--- config.mk ---
export PLATFORM = sky130hd
export DESIGN_NAME = alu_addsub_pipe
export DESIGN_NICKNAME = d
export VERILOG_FILES = /design/src/rtl/alu_pkg.sv /design/src/rtl/alu_opnd_fmt.sv /design/src/rtl/alu_addsub_pipe.sv
export SDC_FILE = /design/constraint.sdc
export NUM_CORES = 1
export LEC_CHECK = 0
export CAP_MARGIN = 20
export CORE_MARGIN = 4
export CORE_UTILIZATION = 30
export CTS_CLUSTER_SIZE = 14
export DETAILED_ROUTE_END_ITERATION = 7
export PLACE_DENSITY_LB_ADDON = 0.25
export SETUP_SLACK_MARGIN = 0.2
export SYNTH_ARGS = -nofsm -noshare
export SYNTH_HDL_FRONTEND = slang
export SYNTH_SLANG_ARGS = --single-unit
--- constraint.sdc ---
create_clock -name clk -period 3.65 [get_ports clk]
set_input_delay 0.73 -clock clk [delete_from_list [all_inputs] [get_ports clk]]
set_output_delay 0.73 -clock clk [all_outputs]
set_load 0.02 [all_outputs]
--- src/rtl/alu_pkg.sv ---
`default_nettype none
// -----------------------------------------------------------------------------
// alu_pkg: shared opcode, flag and width definitions for the add/sub datapath.
// Rev 1.0
// -----------------------------------------------------------------------------
package alu_pkg;

  localparam int ALU_W = 32;

  typedef enum logic [2:0] {
    OP_ADD = 3'b000,
    OP_SUB = 3'b001,
    OP_ADC = 3'b010,
    OP_SBC = 3'b011,
    OP_INC = 3'b100,
    OP_DEC = 3'b101,
    OP_NEG = 3'b110,
    OP_CMP = 3'b111
  } alu_op_t;

  typedef struct packed {
    logic z;
    logic n;
    logic c;
    logic v;
  } alu_flags_t;

  // Carry-chaining ops and CMP keep the wrapped result even when saturation is on.
  function automatic logic is_sat_op(input alu_op_t op);
    return (op == OP_ADD) || (op == OP_SUB) || (op == OP_INC) ||
           (op == OP_DEC) || (op == OP_NEG);
  endfunction

endpackage
`default_nettype wire

--- src/rtl/alu_opnd_fmt.sv ---
`default_nettype none
// -----------------------------------------------------------------------------
// alu_opnd_fmt: combinational opcode to adder operand/carry-in mapping.
// Rev 1.0
// -----------------------------------------------------------------------------
module alu_opnd_fmt
  import alu_pkg::*;
#(
  parameter int W = ALU_W
) (
  input  alu_op_t        i_op,
  input  logic [W-1:0]   i_a,
  input  logic [W-1:0]   i_b,
  input  logic           i_c,
  output logic [W-1:0]   o_a,
  output logic [W-1:0]   o_b,
  output logic           o_cin
);

  always_comb begin
    o_a   = i_a;
    o_b   = i_b;
    o_cin = 1'b0;
    case (i_op)
      OP_ADD: ;
      OP_SUB, OP_CMP: begin
        o_b   = ~i_b;
        o_cin = 1'b1;
      end
      OP_ADC: o_cin = i_c;
      // Carry is not-borrow, so SBC reuses the subtract form with C as carry-in.
      OP_SBC: begin
        o_b   = ~i_b;
        o_cin = i_c;
      end
      OP_INC: begin
        o_b   = '0;
        o_cin = 1'b1;
      end
      OP_DEC: o_b = '1;
      OP_NEG: begin
        o_a   = '0;
        o_b   = ~i_a;
        o_cin = 1'b1;
      end
      default: ;
    endcase
  end

endmodule
`default_nettype wire

--- src/rtl/alu_addsub_pipe.sv ---
`default_nettype none
// -----------------------------------------------------------------------------
// alu_addsub_pipe: two-stage valid/ready add/sub pipeline around an external
// prefix adder. Optional saturation enabled by defining ALU_SAT_EN. Rev 1.0
// -----------------------------------------------------------------------------
module alu_addsub_pipe
  import alu_pkg::*;
#(
  parameter int W = ALU_W
) (
  input  logic           clk,
  input  logic           rst_n,
  input  logic           in_valid,
  output logic           in_ready,
  input  logic [2:0]     in_op,
  input  logic [W-1:0]   in_a,
  input  logic [W-1:0]   in_b,
  output logic [W-1:0]   add_a,
  output logic [W-1:0]   add_b,
  output logic           add_cin,
  input  logic [W-1:0]   add_s,
  input  logic           add_cout,
  output logic           out_valid,
  input  logic           out_ready,
  output logic [W-1:0]   out_res,
  output logic           out_wr,
  output logic           out_z,
  output logic           out_n,
  output logic           out_c,
  output logic           out_v,
  output logic           flag_c
);

  logic          r_s1_valid;
  alu_op_t       r_s1_op;
  logic [W-1:0]  r_s1_a;
  logic [W-1:0]  r_s1_b;
  logic          r_out_valid;
  logic [W-1:0]  r_out_res;
  logic          r_out_wr;
  alu_flags_t    r_out_flags;
  logic          r_flag_c;

  logic          w_adv;
  logic          w_in_fire;
  logic          w_v;
  logic [W-1:0]  w_res;

  assign w_adv     = r_s1_valid && (!r_out_valid || out_ready);
  assign in_ready  = !r_s1_valid || w_adv;
  assign w_in_fire = in_valid && in_ready;

  // Formatting reads the live carry flag, so an op entering stage 1 on the
  // same edge its predecessor moves to stage 2 already sees the new carry.
  alu_opnd_fmt #(.W(W)) u_fmt (
    .i_op  (r_s1_op),
    .i_a   (r_s1_a),
    .i_b   (r_s1_b),
    .i_c   (r_flag_c),
    .o_a   (add_a),
    .o_b   (add_b),
    .o_cin (add_cin)
  );

  assign w_v = (add_a[W-1] == add_b[W-1]) && (add_s[W-1] != add_a[W-1]);

  always_comb begin
    w_res = add_s;
`ifdef ALU_SAT_EN
    if (w_v && is_sat_op(r_s1_op)) begin
      w_res = add_a[W-1] ? {1'b1, {(W-1){1'b0}}} : {1'b0, {(W-1){1'b1}}};
    end
`endif
  end

  always_ff @(posedge clk or negedge rst_n) begin
    if (!rst_n) begin
      r_s1_valid  <= 1'b0;
      r_s1_op     <= OP_ADD;
      r_s1_a      <= '0;
      r_s1_b      <= '0;
      r_out_valid <= 1'b0;
      r_out_res   <= '0;
      r_out_wr    <= 1'b0;
      r_out_flags <= '0;
      r_flag_c    <= 1'b0;
    end else begin
      if (w_in_fire) begin
        r_s1_valid <= 1'b1;
        r_s1_op    <= alu_op_t'(in_op);
        r_s1_a     <= in_a;
        r_s1_b     <= in_b;
      end else if (w_adv) begin
        r_s1_valid <= 1'b0;
      end

      if (w_adv) begin
        r_out_valid   <= 1'b1;
        r_out_res     <= w_res;
        r_out_wr      <= (r_s1_op != OP_CMP);
        r_out_flags.z <= (w_res == '0);
        r_out_flags.n <= w_res[W-1];
        r_out_flags.c <= add_cout;
        r_out_flags.v <= w_v;
        r_flag_c      <= add_cout;
      end else if (out_ready) begin
        r_out_valid <= 1'b0;
      end
    end
  end

  assign out_valid = r_out_valid;
  assign out_res   = r_out_res;
  assign out_wr    = r_out_wr;
  assign out_z     = r_out_flags.z;
  assign out_n     = r_out_flags.n;
  assign out_c     = r_out_flags.c;
  assign out_v     = r_out_flags.v;
  assign flag_c    = r_flag_c;

endmodule
`default_nettype wire
==> impl_table.tex, run 1 <==
\begin{tabular}{lr}
\hline
Metric & Value \\
\hline
\multicolumn{2}{l}{\textbf{Clocking}} \\
\quad Clock transition time at the flip-flop clock pins of the worst setup and hold paths & 0.08 ns \\
\quad Post-cts repair resize count & 0 \\
\quad Number of buffers inserted during clock tree synthesis & 9 \\
\quad Number of buffers on the longest clock path & 2 \\
\quad Clock sink count & 105 \\
\quad CTS root buf & sky130\_fd\_sc\_hd\_\_clkbuf\_16 \\
\quad Clk Latency, worst-skew pair & 0.34 ns \\
\quad Clock tree from TritonCTS & yes \\
\quad H-Tree Depth & 3 \\
\quad Number of buffers inserted by hold repair at cts & 0 \\
\quad Total setup buffers inserted after CTS & 0 \\
\multicolumn{2}{l}{\textbf{GRT}} \\
\quad Wire length of the first global-routing pass & 24.3 mm \\
\quad Vias in the first global route & 4,196 \\
\quad Pin count of the biggest net entering global routing & 68 \\
\quad All-layer global routing usage & 15.7\% \\
\quad Total grt overflow & 0 \\
\quad Initial antenna violation count & 1 \\
\multicolumn{2}{l}{\textbf{Synth}} \\
\quad Cell area after technology mapping & 5190 sq um \\
\quad Number of enable-type register cells in the synthesized netlist & 0 \\
\quad Gate Count Post-Synth & 442 \\
\quad Post-synthesis sequential element count & 105 \\
\quad Area leader, netlist & sky130\_fd\_sc\_hd\_\_dfrtp\_1 \\
\quad Post-synthesis net count & 546 \\
\quad Part of the Yosys area used for sequential elements & 50.6\% \\
\quad Yosys cell types & 31 \\
\quad Mean Syn Cell Area & 11.8 sq um \\
\quad Share of Yosys cell area claimed by the top area cell type & 50.6\% \\
\quad Most frequently used flop master after synthesis & sky130\_fd\_sc\_hd\_\_dfrtp\_1 \\
\quad Synth warnings & 0 \\
\quad Fraction of registers with async set or reset after synthesis & 100\% \\
\quad Leading post-synthesis cells by cell area & sky130\_fd\_sc\_hd\_\_dfrtp\_1 51\%, sky130\_fd\_sc\_hd\_\_mux2\_2 15\%, sky130\_fd\_sc\_hd\_\_mux2\_4 8.7\% \\
\multicolumn{2}{l}{\textbf{Critical path}} \\
\quad Data arrival at the endpoint of the critical path & 2.47 ns \\
\quad Crit path kind & reg -> out \\
\quad Crit start category & register \\
\quad Data required time of the critical path & 2.92 ns \\
\quad Endpoint kind of the worst setup timing path & output port \\
\quad Peak fanout along the critical path & 25 \\
\quad Register-to-Register Setup Slack & 1.78 ns \\
\multicolumn{2}{l}{\textbf{Die}} \\
\quad Die height & 140 um \\
\quad Top Ports & 209 \\
\quad Total die area & 19,500 sq um \\
\quad Starting utilization of the core area & 31.0\% \\
\quad FP Rows & 47 \\
\quad Horizontal extent of the die & 140 um \\
\quad Std-Cell Core Area & 16,800 sq um \\
\multicolumn{2}{l}{\textbf{Cells and area}} \\
\quad Area used by multi-input combinational logic & 2210 sq um \\
\quad Area taken by flip-flops and latches & 2630 sq um \\
\quad Area growth from synthesis to layout & 48.4\% \\
\quad Commonest cells after routing, fill and taps aside & 207 x sky130\_fd\_sc\_hd\_\_clkdlybuf4s50\_1, 104 x sky130\_fd\_sc\_hd\_\_dfrtp\_1, 68 x sky130\_fd\_sc\_hd\_\_mux2\_2, 33 x sky130\_fd\_sc\_hd\_\_and2\_1 \\
\quad Proportion of layout cells with a drive suffix above 1 & 20.1\% \\
\quad Fill cells & 1,565 \\
\quad Number of nets in the layout & 741 \\
\quad Most common cell after layout, fill and taps aside & sky130\_fd\_sc\_hd\_\_clkdlybuf4s50\_1 \\
\quad Number of inserted diodes & 0 \\
\multicolumn{2}{l}{\textbf{Placed design}} \\
\quad DP Wirelength & 11.5 mm \\
\quad Total of buffers placed on input and output ports & 208 \\
\quad Final weighted congestion of routability-driven global placement & 0.778 \\
\multicolumn{2}{l}{\textbf{Detailed routing}} \\
\quad Total length of routed wires & 15.5 mm \\
\quad Initial DRT Pass Iterations & 4 \\
\quad Iteration-0 DRC Markers & 158 \\
\quad Wire per inst & 18.0 um \\
\quad Number of vias in the routed layout & 4,048 \\
\quad Remaining design rule violation count & 0 \\
\quad ANT nets after route & 0 \\
\quad Routed via count divided by cell count & 4.70 \\
\multicolumn{2}{l}{\textbf{Status}} \\
\quad Status & completed \\
\multicolumn{2}{l}{\textbf{Timing}} \\
\quad Achievable clock frequency & 0.313 GHz \\
\quad Number of pins exceeding their max-slew limit in the final report & 0 \\
\quad Slew headroom & 40.0\% \\
\quad Post-layout minimum cycle time & 3.20 ns \\
\quad RSZ-0062 raised after global routing & no \\
\quad Least-Margin Pin Slew & 0.900 ns \\
\quad TNS Setup & 0 ns \\
\quad Final Skew & 0.00572 ns \\
\quad Setup violators final & 0 \\
\quad Final Cycle Share & 87.6\% \\
\quad Final Hold Fails & 0 \\
\multicolumn{2}{l}{\textbf{Power and ir drop}} \\
\quad Total power of the final layout & 0.00400 W \\
\quad Static Leak & 3.24 nW \\
\quad Power density of the placed cells & 519 nW/um\^{}2 \\
\quad Peak supply drop & 0.000228 V \\
\multicolumn{2}{l}{\textbf{Worst hold path}} \\
\quad Tightest Hold Check Type & in -> async \\
\multicolumn{2}{l}{\textbf{Run}} \\
\quad Number of max-cap violations & 0 \\
\hline
\end{tabular}
## synth_stat cells (all sizes together) (3+ instances only)
master / instances
inv: 32
clkbuf: 12
buf: 22
nor4: 8
dfrtp: 105
and2: 33
o22ai: 31
nand2b: 5
nand4: 3
nand2: 13
o21ai: 4
a31oi: 31
nor2: 32
mux2: 98
## area by class of cell
| type | count | share of cell area, % |
|---|---|---|
| clock buffer | 10 | 3.10 |
| clock inverter | 6 | 0.649 |
| inverter | 32 | 1.56 |
| multi-input combinational | 271 | 28.7 |
| sequential | 105 | 34.1 |
| tap | 220 | 3.57 |
| timing repair buffer | 218 | 28.3 |
## logic make-up (layout without fill, tap and decap cells)
group	Yosys count	after routing	synth area share, %
AO/OA/AOI/OAI	73	73	8.84
XOR/XNOR	1	1	0.169
buffers and inverters	66	266	6.79
flip-flops	105	105	50.6
multiplexers	98	98	23.4
AND/OR/NAND/NOR	99	99	10.2
## state kept, by name, indices dropped and copies added (netlist names)
register,flops
r_s1_a,32
r_s1_valid,1
r_s1_op,3
out_valid,1
out_wr,1
out_v,1
out_res,32
flag_c,1
r_s1_b,32
out_z,1
## power by group
group / internal [W] / total [W] / switching [W]
clock network: 0.000489 / 0.000942 / 0.000453
logic: 0.000821 / 0.00157 / 0.000754
registers: 0.00134 / 0.00149 / 0.000146
total: 0.00265 / 0.00400 / 0.00135
## through the flow
stage	instances	setup slack (ns)	util [%]	hold WS, ns	area, sq um
floorplan	442	1.61	-	0.434	5190
CTS	862	0.462	46.0	0.486	7710
global route	862	0.320	46.0	0.505	7710
finish	862	0.454	46.0	0.486	7710
detailed placement	846	0.860	44.3	0.470	7420
global placement	846	0.862	44.3	0.466	7420
## path summary, 6_finish.rpt
kind,start,endpoint,depth (start not counted)
worst max-delay path,r_s1_op[1],add_b[1],6
worst min-delay path,rst_n,r_s1_b[24],1
worst max register to register,r_s1_valid,r_s1_a[25],4
worst min register to register,out_z,out_z,2
max in group asynchronous,rst_n,r_s1_b[19],2
min in group clk,out_z,out_z,2
## critical path, cell delays in order, from the launching register on
cell	delay, ns
sky130_fd_sc_hd__dfrtp_1	0.45
sky130_fd_sc_hd__nand2_1	0.25
sky130_fd_sc_hd__buf_4	0.31
sky130_fd_sc_hd__o22ai_1	0.16
sky130_fd_sc_hd__nor2_1	0.05
sky130_fd_sc_hd__a31oi_1	0.22
sky130_fd_sc_hd__clkdlybuf4s50_1	0.66
## routing by layer
metal  part of all wire (%)  global-route usage [%]
met1                     41                    19.5
met2                     52                    27.3
met3                    4.9                    4.39
met4                    1.5                    3.77
met5                  0.084                       0
Power figures use the tool's default switching activity.
==> run 2, diff against run 1 <==
--- a/config.mk
+++ b/config.mk
@@ -7,7 +7,7 @@
 export LEC_CHECK = 0
 export CAP_MARGIN = 20
 export CORE_MARGIN = 4
-export CORE_UTILIZATION = 30
+export CORE_UTILIZATION = 47
 export CTS_CLUSTER_SIZE = 14
 export DETAILED_ROUTE_END_ITERATION = 7
 export PLACE_DENSITY_LB_ADDON = 0.25
==> impl_table.tex, run 2 (synthesis gave the netlist of run 1 again) <==
\begin{tabular}{lr}
\hline
Metric & Value \\
\hline
\multicolumn{2}{l}{\textbf{GRT}} \\
\quad Total grt overflow & 0 (unchanged) \\
\quad All-layer global routing usage & 22.4\% (+6.6 points) \\
\quad Met2 capacity usage during global routing & 36.2\% (+8.9 points) \\
\quad Initial antenna violation count & 0 (-1) \\
\quad Vias in the first global route & 4,442 (+5.9\%) \\
\quad Wire length of the first global-routing pass & 22.8 mm (-6.0\%) \\
\quad Busiest grt layer & met2 \\
\quad M3 GR Usage & 6.58\% (+2.2 points) \\
\quad Met1 Resource Use GR & 28.7\% (+9.2 points) \\
\quad Pin count of the biggest net entering global routing & 55 (-19\%) \\
\multicolumn{2}{l}{\textbf{Critical path}} \\
\quad Endpoint kind of the worst setup timing path & output port \\
\quad FF-to-FF path depth & 4 (unchanged) \\
\quad Worst setup endpoint & add\_b[22] \\
\quad Register-to-Register Setup Slack & 1.86 ns (+0.08 ns) \\
\quad Crit start category & register \\
\quad Cell chain of the critical path & nand2\_1 > buf\_4 > o22ai\_1 > nor2\_1 > a31oi\_1 > clkdlybuf4s50\_1 \\
\quad Crit path kind & reg -> out \\
\quad Data required time of the critical path & 2.92 ns (about the same) \\
\quad Launching point of the worst reg2reg path & r\_s1\_valid \\
\quad Data arrival at the endpoint of the critical path & 2.30 ns (-0.17 ns) \\
\quad Peak fanout along the critical path & 19 (-24\%) \\
\quad CP max stage delay & 0.64 ns (-0.02 ns) \\
\quad Critical-path top delay cell & sky130\_fd\_sc\_hd\_\_clkdlybuf4s50\_1 \\
\quad Worst setup path startpoint & r\_s1\_op[2] \\
\quad Capture point of the worst reg-to-reg path & r\_s1\_a[4] \\
\multicolumn{2}{l}{\textbf{Worst hold path}} \\
\quad Tightest Hold Check Type & in -> async \\
\multicolumn{2}{l}{\textbf{Timing}} \\
\quad Final Hold Fails & 0 (unchanged) \\
\quad RSZ-0062 raised after global routing & no \\
\quad Slew headroom & 46.5\% (+6.5 points) \\
\quad Final Cycle Share & 83.1\% (-4.5 points) \\
\quad Final Skew & 0.00894 ns (+0.00322 ns) \\
\quad Achievable clock frequency & 0.330 GHz (+5.4\%) \\
\quad Least-Margin Pin Slew & 0.799 ns (-0.101 ns) \\
\quad Number of pins exceeding their max-slew limit in the final report & 0 (unchanged) \\
\quad Post-layout minimum cycle time & 3.03 ns (-0.163 ns) \\
\quad TNS Setup & 0 ns (unchanged) \\
\quad Setup violators final & 0 (unchanged) \\
\multicolumn{2}{l}{\textbf{Clocking}} \\
\quad Number of buffers inserted during clock tree synthesis & 9 (unchanged) \\
\quad Number of buffers on the longest clock path & 2 (unchanged) \\
\quad Total setup buffers inserted after CTS & 0 (unchanged) \\
\quad Clk Latency, worst-skew pair & 0.36 ns (+0.02 ns) \\
\quad Clock sink count & 105 (unchanged) \\
\quad H-Tree Depth & 3 (unchanged) \\
\quad CTS root buf & sky130\_fd\_sc\_hd\_\_clkbuf\_8 \\
\quad Number of buffers inserted by hold repair at cts & 0 (unchanged) \\
\quad Post-cts repair resize count & 0 (unchanged) \\
\quad Clock transition time at the flip-flop clock pins of the worst setup and hold paths & 0.09 ns (about the same) \\
\quad Clock tree from TritonCTS & yes \\
\multicolumn{2}{l}{\textbf{Placed design}} \\
\quad Total of buffers placed on input and output ports & 208 (unchanged) \\
\quad DP Wirelength & 10.3 mm (-10\%) \\
\quad Final weighted congestion of routability-driven global placement & 0.858 (+10\%) \\
\multicolumn{2}{l}{\textbf{Cells and area}} \\
\quad Final Util & 69.3\% (+23 points) \\
\quad Most common cell after layout, fill and taps aside & sky130\_fd\_sc\_hd\_\_clkdlybuf4s50\_1 \\
\quad Proportion of layout cells with a drive suffix above 1 & 20.0\% (-0.12 points) \\
\quad Number of inserted diodes & 0 (unchanged) \\
\quad Commonest cells after routing, fill and taps aside & 207 x sky130\_fd\_sc\_hd\_\_clkdlybuf4s50\_1, 103 x sky130\_fd\_sc\_hd\_\_dfrtp\_1, 68 x sky130\_fd\_sc\_hd\_\_mux2\_2, 33 x sky130\_fd\_sc\_hd\_\_and2\_1 \\
\quad Number of nets in the layout & 741 (unchanged) \\
\quad Area growth from synthesis to layout & 44.7\% \\
\multicolumn{2}{l}{\textbf{Status}} \\
\quad Status & completed \\
\multicolumn{2}{l}{\textbf{Die}} \\
\quad Starting utilization of the core area & 47.9\% (+17 points) \\
\quad Die height & 113 um (-19\%) \\
\quad Horizontal extent of the die & 113 um (-19\%) \\
\quad FP Rows & 38 (-19\%) \\
\quad Total die area & 12,800 sq um (-34\%) \\
\quad Top Ports & 209 (unchanged) \\
\quad Std-Cell Core Area & 10,800 sq um (-35\%) \\
\multicolumn{2}{l}{\textbf{Detailed routing}} \\
\quad ANT nets after route & 0 (unchanged) \\
\quad Remaining design rule violation count & 0 (unchanged) \\
\quad Number of vias in the routed layout & 4,256 (+5.1\%) \\
\quad Initial DRT Pass Iterations & 4 (unchanged) \\
\quad Total length of routed wires & 14.1 mm (-9.2\%) \\
\quad Routed via count divided by cell count & 5.45 (+16\%) \\
\quad Wire per inst & 18.0 um (+0.19\%) \\
\quad Iteration-0 DRC Markers & 258 (+63\%) \\
\multicolumn{2}{l}{\textbf{Run}} \\
\quad Number of max-cap violations & 0 (unchanged) \\
\multicolumn{2}{l}{\textbf{Power and ir drop}} \\
\quad Static Leak & 3.21 nW (-1.1\%) \\
\quad Power density of the placed cells & 502 nW/um\^{}2 (-3.3\%) \\
\quad Total power of the final layout & 0.00377 W (-5.7\%) \\
\quad Peak supply drop & 0.000264 V (+16\%) \\
\hline
\end{tabular}
-- run 2: cell count changes in the layout (fill, tap and decap cells not counted), sizes merged --
| cell | before | now |
|---|---|---|
| bufinv | 0 | 1 |
| clkinvlp | 2 | 0 |
| inv | 34 | 32 |
| clkbuf | 10 | 12 |
-- run 2: worst min path at each step --
stage               startpoint          end  slack, ns  cells past startpoint
global route             rst_n   out_res[9]       0.45                      1
global placement         out_z        out_z       0.47                      2
detailed placement       out_z        out_z       0.49                      2
CTS                      rst_n  out_res[13]       0.43                      1
floorplan                rst_n       flag_c       0.43                      0
finish                   rst_n  out_res[13]       0.40                      1
-- run 2: cell type report --
| cell class | count | area [sq um] |
|---|---|---|
| clock buffer | 12 | 155 |
| multi-input combinational | 271 | 2210 |
| sequential | 105 | 2630 |
| clock inverter | 3 | 40.0 |
| inverter | 32 | 120 |
| timing repair buffer | 218 | 2180 |
| tap | 140 | 175 |
| fill | 807 | 3330 |
-- run 2: metrics by stage --
step / worst slack [ns] / cell area, sq um / hold WS (ns) / cells
after floorplan: 1.61 / 5190 / 0.434 / 442
after global placement: 0.852 / 7320 / 0.465 / 766
after detailed placement: 0.805 / 7320 / 0.488 / 766
after CTS: 0.396 / 7510 / 0.426 / 781
after global routing: 0.418 / 7510 / 0.450 / 781
final: 0.617 / 7510 / 0.402 / 781
-- run 2: worst max-delay path: cells and delay by family, from the launching register on --
kind | cells | cell delay [ns]
AND/OR/NAND/NOR | 2 | 0.17
buffers and inverters | 2 | 0.85
AO/OA/AOI/OAI | 2 | 0.34
flip-flops | 1 | 0.58
-- run 2: power breakdown --
| part | total, W | internal, W | switching [W] |
|---|---|---|---|
| clock network | 0.000723 | 0.000350 | 0.000374 |
| logic | 0.00156 | 0.000820 | 0.000744 |
| registers | 0.00148 | 0.00134 | 0.000144 |
| total | 0.00377 | 0.00251 | 0.00126 |
-- run 2: routing by layer --
layer / part of all wire (%) / up-vias
li1: - / 1939
met1: 42 / 2069
met2: 46 / 221
met3: 9.2 / 27
met4: 2.4 / 0
met5: 0 / -
==> run 3, diff against run 2 <==
--- a/config.mk
+++ b/config.mk
@@ -7,7 +7,7 @@
 export LEC_CHECK = 0
 export CAP_MARGIN = 20
 export CORE_MARGIN = 4
-export CORE_UTILIZATION = 47
+export CORE_UTILIZATION = 40
 export CTS_CLUSTER_SIZE = 14
 export DETAILED_ROUTE_END_ITERATION = 7
 export PLACE_DENSITY_LB_ADDON = 0.25
==> constraint.sdc (replaced) <==
create_clock -name clk -period 2.7 [get_ports clk]
set_input_delay 0.54 -clock clk [delete_from_list [all_inputs] [get_ports clk]]
set_output_delay 0.54 -clock clk [all_outputs]
set_load 0.02 [all_outputs]
==> impl_table.tex, run 3 (synthesis gave the netlist of run 1 again) <==
\begin{tabular}{lr}
\hline
Metric & Value \\
\hline
\multicolumn{2}{l}{\textbf{Clocking}} \\
\quad Post-cts repair resize count & 62 (+62) \\
\quad Number of buffers inserted by hold repair at cts & 0 (unchanged) \\
\quad Clk Latency, worst-skew pair & 0.34 ns (-0.02 ns) \\
\quad Clock sink count & 105 (unchanged) \\
\quad Clock tree from TritonCTS & yes \\
\quad Clock transition time at the flip-flop clock pins of the worst setup and hold paths & 0.07 ns (-0.02 ns) \\
\quad H-Tree Depth & 3 (unchanged) \\
\quad CTS root buf & sky130\_fd\_sc\_hd\_\_clkbuf\_16 \\
\quad Total setup buffers inserted after CTS & 0 (unchanged) \\
\quad Number of buffers on the longest clock path & 2 (unchanged) \\
\quad Number of buffers inserted during clock tree synthesis & 9 (unchanged) \\
\multicolumn{2}{l}{\textbf{Power and ir drop}} \\
\quad Power density of the placed cells & 702 nW/um\^{}2 (+40\%) \\
\quad Static Leak & 3.37 nW (+5.0\%) \\
\quad Peak supply drop & 0.000301 V (+14\%) \\
\quad Total power of the final layout & 0.00538 W (+43\%) \\
\multicolumn{2}{l}{\textbf{Die}} \\
\quad Starting utilization of the core area & 41.0\% (-6.9 points) \\
\quad Top Ports & 209 (unchanged) \\
\quad Std-Cell Core Area & 12,700 sq um (+17\%) \\
\quad Total die area & 14,900 sq um (+16\%) \\
\quad Die height & 122 um (+7.8\%) \\
\quad FP Rows & 41 (+7.9\%) \\
\quad Horizontal extent of the die & 122 um (+7.8\%) \\
\multicolumn{2}{l}{\textbf{Cells and area}} \\
\quad Fill cells & 1,090 (+35\%) \\
\quad Filler-free cell count of the finished design & 818 (+4.7\%) \\
\quad Number of nets in the layout & 745 (+0.54\%) \\
\quad Area of all placed cells without fillers & 7660 sq um (+1.9\%) \\
\quad Number of inserted diodes & 0 (unchanged) \\
\quad Area growth from synthesis to layout & 47.5\% \\
\quad Most common cell after layout, fill and taps aside & sky130\_fd\_sc\_hd\_\_clkdlybuf4s50\_1 \\
\quad Area taken by flip-flops and latches & 2630 sq um (unchanged) \\
\quad Proportion of layout cells with a drive suffix above 1 & 21.2\% (+1.2 points) \\
\quad Area used by multi-input combinational logic & 2220 sq um (+0.51\%) \\
\quad Commonest cells after routing, fill and taps aside & 148 x sky130\_fd\_sc\_hd\_\_clkdlybuf4s50\_1, 103 x sky130\_fd\_sc\_hd\_\_dfrtp\_1, 68 x sky130\_fd\_sc\_hd\_\_mux2\_2, 51 x sky130\_fd\_sc\_hd\_\_dlygate4sd2\_1, 33 x sky130\_fd\_sc\_hd\_\_and2\_1 \\
\multicolumn{2}{l}{\textbf{Placed design}} \\
\quad Final weighted congestion of routability-driven global placement & 0.814 (-5.1\%) \\
\quad Total of buffers placed on input and output ports & 208 (unchanged) \\
\quad Post-placement cell area & 7410 sq um (+1.3\%) \\
\quad DP Wirelength & 10.6 mm (+3.0\%) \\
\quad Placed cell count & 802 (+4.7\%) \\
\quad Worst setup slack before clock tree synthesis & 0.251 ns (-0.554 ns) \\
\multicolumn{2}{l}{\textbf{Timing}} \\
\quad Crit path setup slack, layout & 0.306 ns (-0.311 ns) \\
\quad Achievable clock frequency & 0.418 GHz \\
\quad Final Skew & 0.00582 ns (-0.00312 ns) \\
\quad Setup violators final & 0 (unchanged) \\
\quad Final Hold Fails & 0 (unchanged) \\
\quad RSZ-0062 raised after global routing & no \\
\quad Final Cycle Share & 88.7\% \\
\quad Number of pins exceeding their max-slew limit in the final report & 0 (unchanged) \\
\quad Slew headroom & 47.8\% (+1.2 points) \\
\quad TNS Setup & 0 ns (unchanged) \\
\quad Post-layout minimum cycle time & 2.39 ns \\
\quad Least-Margin Pin Slew & 0.781 ns (-0.0184 ns) \\
\multicolumn{2}{l}{\textbf{Status}} \\
\quad Status & completed \\
\multicolumn{2}{l}{\textbf{Critical path}} \\
\quad Crit start category & register \\
\quad Data required time of the critical path & 2.16 ns (-0.76 ns) \\
\quad Crit path kind & reg -> out \\
\quad Endpoint kind of the worst setup timing path & output port \\
\quad Data arrival at the endpoint of the critical path & 1.85 ns (-0.45 ns) \\
\quad Peak fanout along the critical path & 31 (+12) \\
\quad Register-to-Register Setup Slack & 1.03 ns (-0.83 ns) \\
\multicolumn{2}{l}{\textbf{GRT}} \\
\quad Total grt overflow & 0 (unchanged) \\
\quad Pin count of the biggest net entering global routing & 71 (+29\%) \\
\quad Wire length of the first global-routing pass & 23.0 mm (+0.78\%) \\
\quad All-layer global routing usage & 19.6\% (-2.8 points) \\
\quad Vias in the first global route & 4,463 (+0.47\%) \\
\quad Initial antenna violation count & 0 (unchanged) \\
\multicolumn{2}{l}{\textbf{Detailed routing}} \\
\quad ANT nets after route & 0 (unchanged) \\
\quad Detailed route wirelength on metal3 & 1.15 mm (-11\%) \\
\quad Routed met1 length & 6.10 mm (+2.7\%) \\
\quad Total length of routed wires & 14.5 mm (+2.8\%) \\
\quad Initial DRT Pass Iterations & 4 (unchanged) \\
\quad Iteration-0 DRC Markers & 140 (-46\%) \\
\quad Wire per inst & 17.7 um (-1.8\%) \\
\quad Uppermost signal routing layer after detailed routing & met4 \\
\quad Routed via count divided by cell count & 5.05 (-7.3\%) \\
\quad Number of vias in the routed layout & 4,130 (-3.0\%) \\
\quad Met2 wire len & 6.90 mm (+5.7\%) \\
\quad Remaining design rule violation count & 0 (unchanged) \\
\multicolumn{2}{l}{\textbf{Worst hold path}} \\
\quad Tightest Hold Check Type & in -> async \\
\multicolumn{2}{l}{\textbf{Run}} \\
\quad Number of max-cap violations & 0 (unchanged) \\
\hline
\end{tabular}
## run 3: metrics by stage
step,hold slack [ns],utilization [%]
detailed placement,0.459,58.5
CTS,0.0920,60.4
floorplan,0.244,-
finish,0.0847,60.5
global route,0.106,60.5
global placement,0.454,58.5
## run 3: path summary, 6_finish.rpt
check,start,to,cells after the start
setup / recovery,r_s1_op[1],add_b[2],4
hold / removal,rst_n,out_res[15],1
hold reg to reg,out_z,out_z,2
min in group clk,out_z,out_z,2
setup reg to reg,out_valid,out_res[27],3
max in group asynchronous,rst_n,out_res[21],2
## run 3: final cells by class
| class | count | share of cell area, % |
|---|---|---|
| Sequential cell | 105 | 34.3 |
| Multi-Input combinational cell | 271 | 29.0 |
| Timing Repair Buffer | 222 | 28.2 |
| Clock buffer | 11 | 3.04 |
| Tap cell | 172 | 2.81 |
| Inverter | 32 | 1.57 |
| Clock inverter | 5 | 1.05 |
## run 3: routing by layer
layer	GRT usage [%]	vias to the layer above
met5	0	-
met4	7.63	0
met3	5.15	21
met2	32.7	157
met1	24.4	1999
li1	-	1953
## run 3: critical path: stages (launching register included)
cell and delay, ns:
sky130_fd_sc_hd__dfrtp_1 0.41, sky130_fd_sc_hd__nand2b_1 0.19, sky130_fd_sc_hd__buf_4 0.26, sky130_fd_sc_hd__a31oi_2 0.30, sky130_fd_sc_hd__dlygate4sd2_1 0.36
## run 3: where the power goes
part,switching (W),internal [W],leakage [nW]
logic,0.00102,0.000984,2.00
registers,0.000180,0.00181,1.22
clock network,0.000573,0.000813,0.146
total,0.00177,0.00361,3.37
